### src/rtl/regfile_mp.sv
// regfile_mp: multi-port register file, DEPTH = 2**ADDR_W entries of DATA_W bits.
// NREAD combinational read ports, two clocked write ports (port 1 wins on a
// same-address collision), a per-register busy scoreboard and a commit counter.
// Register 0 always reads zero and is never busy.
// Optional macro RF_BYPASS_EN: forward same-cycle write data to the read ports.

// One read port: selects the stored word and busy bit for its address,
// with optional forwarding from the two write ports.
module regfile_mp_rdport #(
  parameter int DATA_W = 32,
  parameter int ADDR_W = 5,
  parameter int DEPTH  = 32
) (
  input  logic                         rst_n,
  input  logic [ADDR_W-1:0]            addr,
  input  logic [DEPTH-1:0][DATA_W-1:0] mem,
  input  logic [DEPTH-1:0]             busy,
  input  logic                         wen0,
  input  logic [ADDR_W-1:0]            waddr0,
  input  logic [DATA_W-1:0]            wdata0,
  input  logic                         wen1,
  input  logic [ADDR_W-1:0]            waddr1,
  input  logic [DATA_W-1:0]            wdata1,
  input  logic                         issue_en,
  input  logic [ADDR_W-1:0]            issue_addr,
  output logic [DATA_W-1:0]            data,
  output logic                         busy_o
);

`ifdef RF_BYPASS_EN
  // Read mux with forwarding; port 1 is checked first so it wins collisions.
  always_comb begin
    data   = '0;
    busy_o = 1'b0;
    if (rst_n && addr != '0) begin
      data   = mem[addr];
      busy_o = busy[addr];
      if (wen1 && waddr1 == addr) begin
        data   = wdata1;
        busy_o = issue_en && (issue_addr == addr);
      end else if (wen0 && waddr0 == addr) begin
        data   = wdata0;
        busy_o = issue_en && (issue_addr == addr);
      end
    end
  end
`else
  // Write and issue inputs only matter when forwarding is built in.
  logic unused_fwd;
  assign unused_fwd = ^{wen0, waddr0, wdata0, wen1, waddr1, wdata1, issue_en, issue_addr};

  // Read mux from stored contents only; zero while reset is held or for r0.
  always_comb begin
    data   = '0;
    busy_o = 1'b0;
    if (rst_n && addr != '0) begin
      data   = mem[addr];
      busy_o = busy[addr];
    end
  end
`endif

endmodule

module regfile_mp #(
  parameter int DATA_W = 32,
  parameter int ADDR_W = 5,
  parameter int NREAD  = 2,
  parameter int CNT_W  = 32
) (
  input  logic                    Clk,
  input  logic                    Reset_n,
  input  logic [NREAD*ADDR_W-1:0] RAddr,
  output logic [NREAD*DATA_W-1:0] RData,
  output logic [NREAD-1:0]        RBusy,
  input  logic                    WEn0,
  input  logic [ADDR_W-1:0]       WAddr0,
  input  logic [DATA_W-1:0]       WData0,
  input  logic                    WEn1,
  input  logic [ADDR_W-1:0]       WAddr1,
  input  logic [DATA_W-1:0]       WData1,
  input  logic                    IssueEn,
  input  logic [ADDR_W-1:0]       IssueAddr,
  output logic [CNT_W-1:0]        CommitCnt
);

  localparam int DEPTH = 2**ADDR_W;

  logic [DEPTH-1:0][DATA_W-1:0] mem_q;
  logic [DEPTH-1:0]             busy_q, busy_d;
  logic [CNT_W-1:0]             cnt_q, cnt_d;

  // Qualified write enables: r0 writes are discarded, and port 0 is dropped
  // when port 1 targets the same register.
  logic w0_nz, w1_nz, w0_eff;
  assign w0_nz  = WEn0 && (WAddr0 != '0);
  assign w1_nz  = WEn1 && (WAddr1 != '0);
  assign w0_eff = w0_nz && !(w1_nz && (WAddr0 == WAddr1));

  // Storage update; r0 stays at its reset value forever.
  always_ff @(posedge Clk or negedge Reset_n) begin
    if (!Reset_n) begin
      mem_q <= '0;
    end else begin
      if (w0_eff) mem_q[WAddr0] <= WData0;
      if (w1_nz)  mem_q[WAddr1] <= WData1;
    end
  end

  // Scoreboard next state: writeback clears, issue sets, and set wins.
  always_comb begin
    busy_d = busy_q;
    for (int i = 1; i < DEPTH; i++) begin
      if ((w0_nz && WAddr0 == ADDR_W'(i)) || (w1_nz && WAddr1 == ADDR_W'(i)))
        busy_d[i] = 1'b0;
      if (IssueEn && IssueAddr == ADDR_W'(i))
        busy_d[i] = 1'b1;
    end
    busy_d[0] = 1'b0;
  end

  // Commit count advances by the number of distinct registers written.
  always_comb begin
    cnt_d = cnt_q + CNT_W'(w0_eff) + CNT_W'(w1_nz);
  end

  // Scoreboard and counter registers.
  always_ff @(posedge Clk or negedge Reset_n) begin
    if (!Reset_n) begin
      busy_q <= '0;
      cnt_q  <= '0;
    end else begin
      busy_q <= busy_d;
      cnt_q  <= cnt_d;
    end
  end

  assign CommitCnt = cnt_q;

  for (genvar p = 0; p < NREAD; p++) begin : g_rd
    regfile_mp_rdport #(
      .DATA_W (DATA_W),
      .ADDR_W (ADDR_W),
      .DEPTH  (DEPTH)
    ) u_rd (
      .rst_n      (Reset_n),
      .addr       (RAddr[p*ADDR_W +: ADDR_W]),
      .mem        (mem_q),
      .busy       (busy_q),
      .wen0       (w0_nz),
      .waddr0     (WAddr0),
      .wdata0     (WData0),
      .wen1       (w1_nz),
      .waddr1     (WAddr1),
      .wdata1     (WData1),
      .issue_en   (IssueEn),
      .issue_addr (IssueAddr),
      .data       (RData[p*DATA_W +: DATA_W]),
      .busy_o     (RBusy[p])
    );
  end

endmodule

### config.mk
export PLATFORM = sky130hd
export DESIGN_NAME = regfile_mp
export DESIGN_NICKNAME = d
export VERILOG_FILES = /design/src/rtl/regfile_mp.sv
export SDC_FILE = /design/constraint.sdc
export NUM_CORES = 2
export LEC_CHECK = 0
export ABC_AREA = 1
export CORE_MARGIN = 2
export CORE_UTILIZATION = 30
export DETAILED_ROUTE_END_ITERATION = 8
export PLACE_DENSITY = 0.44
export SYNTH_ARGS = -nofsm -noshare
export SYNTH_HDL_FRONTEND = slang
export SYNTH_SLANG_ARGS = --single-unit
### constraint.sdc
create_clock -name Clk -period 3.1 [get_ports Clk]
set_clock_uncertainty 0.2 [all_clocks]
set_input_delay 0.62 -clock Clk [delete_from_list [all_inputs] [get_ports Clk]]
set_output_delay 0.62 -clock Clk [all_outputs]
set_load 0.03 [all_outputs]
==> run_results.csv <==
group,metric,value,unit
setup_path,critPathBufInv,6,
synthesis,yosys-top-cells-area,"dfrtp_1 36%, nand2_1 22%, nand3_1 17%, inv_1 5.5%, a21oi_1 3.6%",
outcome,violations,"setup timing",
floorplanning,start_util,0.301,
sta,grt_setup_unrepaired,"yes",
cts,clockBufferDepth,3,
setup_path,r2r_setup_slack,0.67,ns
power_and_ir_drop,power.switching,21100,uW
synthesis,ys_seq_area_frac,0.359,
cts,clkLatencyLatePin,0.84,ns
route,vias,89484,
synthesis,synth_top_area_share,0.359,
layout,nets,12678,
setup_path,cp_data_required_time,2.28,ns
setup_path,critPathSlowestCell,"o211ai_1",
sta,finalCriticalPeriod,3.50,ns
cts,cts_sinks,1087,
route,routed_via_density,5.58,
sta,setup_violations,66,
layout,multi_input_area,0.0429,mm^2
floorplanning,die_h,507,um
floorplanning,io_pins,192,
sta,final_hold_viol_count,0,
place,gp_congestion,0.949,
floorplanning,die_w,507,um
global_routing,met2_usage,0.509,
power_and_ir_drop,vdd_drop_max,0.555,mV
setup_path,cp-start-kind,"input port",
outcome,status,"complete, but fails checks",
setup_path,endpoint_kind,"primary output",
power_and_ir_drop,p_sw_frac,0.375,
sta,fin_ws,-0.402,ns
power_and_ir_drop,clkPwrFrac,0.320,
sta,setup_tns,-15.13,ns
sta,timing.hold.ws,0.197,ns
synthesis,yosys.cell_count.top_type,"nand2_1",
layout,seqCellArea,0.0272,mm^2
floorplanning,rows,184,
sta,worstMarginPinSlew,0.991,ns
layout,layout-drive-gt1-share,0.175,
global_routing,use_met1,0.448,
synthesis,synth_top_cell_by_area,"dfrtp_1",
power_and_ir_drop,intPower,35200,uW
global_routing,grt_pass1_wl,623000,um
layout,fillerInstances,26004,
hold_path,worstHoldPathType,"register to register",
route,routed_wl,444000,um
global_routing,grt.busiest_layer,"met2",
route,drt_iter0_drc,11527,
synthesis,synthTopCellsByCount,"4390 x nand2_1, 2630 x nand3_1, 1115 x inv_1, 1087 x dfrtp_1, 652 x clkbuf_1",
setup_path,cp_max_fo,5,
route,first_pass_iters,9,
sta,relSlewSlack,0.339,
floorplanning,die_area,0.257,mm^2
setup_path,max_stage_delay,0.55,ns
setup_path,cpLargestDelayFamily,"buffers and inverters",
synthesis,ys.warnings.count,0,
layout,final_cells,16048,
synthesis,ys_types,36,
cts,clk_pin_slew,0.05,ns
layout,syn2layout_area_growth,35.0,%
global_routing,met3_usage,0.0604,
power_and_ir_drop,p_leak,0.0505,uW
global_routing,grt_pass1_vias,83852,
cts,cts_root_buffer,"clkbuf_16",
global_routing,grt_max_degree,130,
synthesis,syn_nets,12245,
global_routing,antenna_found_initial,9,
sta,fmax,0.286,GHz
sta,final_max_slew_viol_count,0,
power_and_ir_drop,power,56400,uW
setup_path,path_class,"input port to primary output",
synthesis,async_reset_ff_frac,1.00,
setup_path,crit_chain,"buf_16, buf_16, buf_12, buf_8, nor2_1, a21oi_1, o211ai_1, nand3_1, buf_6, a21oi_4, buf_12",
layout,fin_util,0.407,
route,drc_errors,0,
synthesis,ys_ff_latch,1087,
route,wl_per_cell,27.7,um
synthesis,syn_inst,12149,
cts,tritoncts,"built",
global_routing,grt_use_total,0.331,
floorplanning,core_area,0.251,mm^2
power_and_ir_drop,powerDensity,551,mW/mm^2
sta,finalCritPeriodShare,1.13,
cts,h-tree-depth,4,
cts,cts_buffers,149,
synthesis,synth_area,0.0758,mm^2
place,hpwl,286000,um
power_and_ir_drop,seqPwrFrac,0.366,
place,place_inst,15558,
synthesis,synth_top_flop_cell,"dfrtp_1",
synthesis,synth_edf_count,0,
route,ant_nets,0,
place,port_buffers,191,
power_and_ir_drop,comb_power_share,0.314,
synthesis,synth.avg_cell_area,6.24,um^2
run,drv_cap,0,
setup_path,arrival,2.68,ns
global_routing,gr-total-overflow,0,
power by group through the flow:
stage	clock, uW	combinational, uW	sequential, uW
6_report	18000	17700	20700
4_1_cts	18200	16600	20500
3_5_place_dp	0	15600	20700
5_1_grt	18700	19600	21100
3_3_place_gp	0	15400	20600
2_1_floorplan	0	10000	19900
worst register-to-register path, cell delays in order, from the launching register on:
cell     delay (ns)
dfrtp_1        0.40
fa_1           0.53
buf_12         0.21
ha_1           0.23
nand3_2        0.11
nor2_4         0.06
buf_4          0.13
and3_1         0.18
buf_4          0.13
xor2_1         0.13
per-stage QoR:
| step | setup slack (ns) | instance area, um^2 |
|---|---|---|
| floorplan | -0.0460 | 75900 |
| global placement | -0.834 | 89900 |
| detailed placement | -0.817 | 89900 |
| CTS | -0.354 | 99100 |
| global route | -0.408 | 102000 |
| finish | -0.402 | 102000 |
state kept, by name, indices dropped and copies added (netlist names):
signal,flops
CommitCnt,32
mem_q,1024
busy_q,31
logic make-up after synthesis:
| group | synth area share |
|---|---|
| XOR/XNOR | 0.00393 |
| AO/OA/AOI/OAI | 0.0946 |
| AND/OR/NAND/NOR | 0.423 |
| flip-flops | 0.359 |
| buffers and inverters | 0.119 |
| adder cells (fa/ha/maj) | 0.000429 |
cell usage in the layout (no fill, tap or decap), types with 34 or more instances in the layout:
cell type        instances
buf_16                  56
inv_1                 1080
inv_2                   54
dfrtp_1               1086
clkdlybuf4s50_1        110
nand3_1               2490
clkbuf_8                34
clkbuf_16              182
buf_12                 449
a22oi_2                 51
nand2_4                 40
nor2_4                 124
nor2_1                 146
nand3_2                127
nand2_1               4260
buf_6                   90
buf_4                  632
nor2_2                  38
o211ai_1               107
nand2_2                 95
a21oi_1                459
a22oi_1                 90
nand4_1                 62
o21ai_0                380
o21ai_1                 55
a21oi_2                 51
clkbuf_1                39
path summary, 6_finish.rpt:
path | startpoint | to | cells past startpoint
max | RAddr[5] | RData[59] | 11
min | mem_q[28] | mem_q[28] | 0
max reg2reg | CommitCnt[0] | CommitCnt[14] | 9
min reg2reg | mem_q[28] | mem_q[28] | 0
max in group asynchronous | Reset_n | mem_q[991] | 5
min in group asynchronous | Reset_n | mem_q[43] | 3
layout make-up:
cell class	instances	share of cell area
clock buffers	226	0.0434
inverters	1146	0.0429
clock inverters	39	0.00448
diodes	4	0.0000978
multi-input cells	8795	0.420
flip-flops and latches	1087	0.266
well taps	3348	0.0409
repair buffers	1403	0.183
layer usage:
layer / vias to the layer above / routed length [um]
li1: 39908 / -
met1: 43145 / 182000
met2: 5291 / 195000
met3: 1132 / 44800
met4: 8 / 22000
met5: - / 47
repair_timing:
| item | in CTS | in global routing |
|---|---|---|
| hold buffers | 1 | 0 |
| buffers inserted | 108 | 90 |
| gates cloned | 32 | 30 |
| resized for setup | 584 | 520 |
| pin swaps | 182 | 280 |
| hold endpoints to repair | 81 | 0 |
| setup endpoints to repair | 66 | 66 |
No activity file was read; power rests on OpenSTA's default activity.
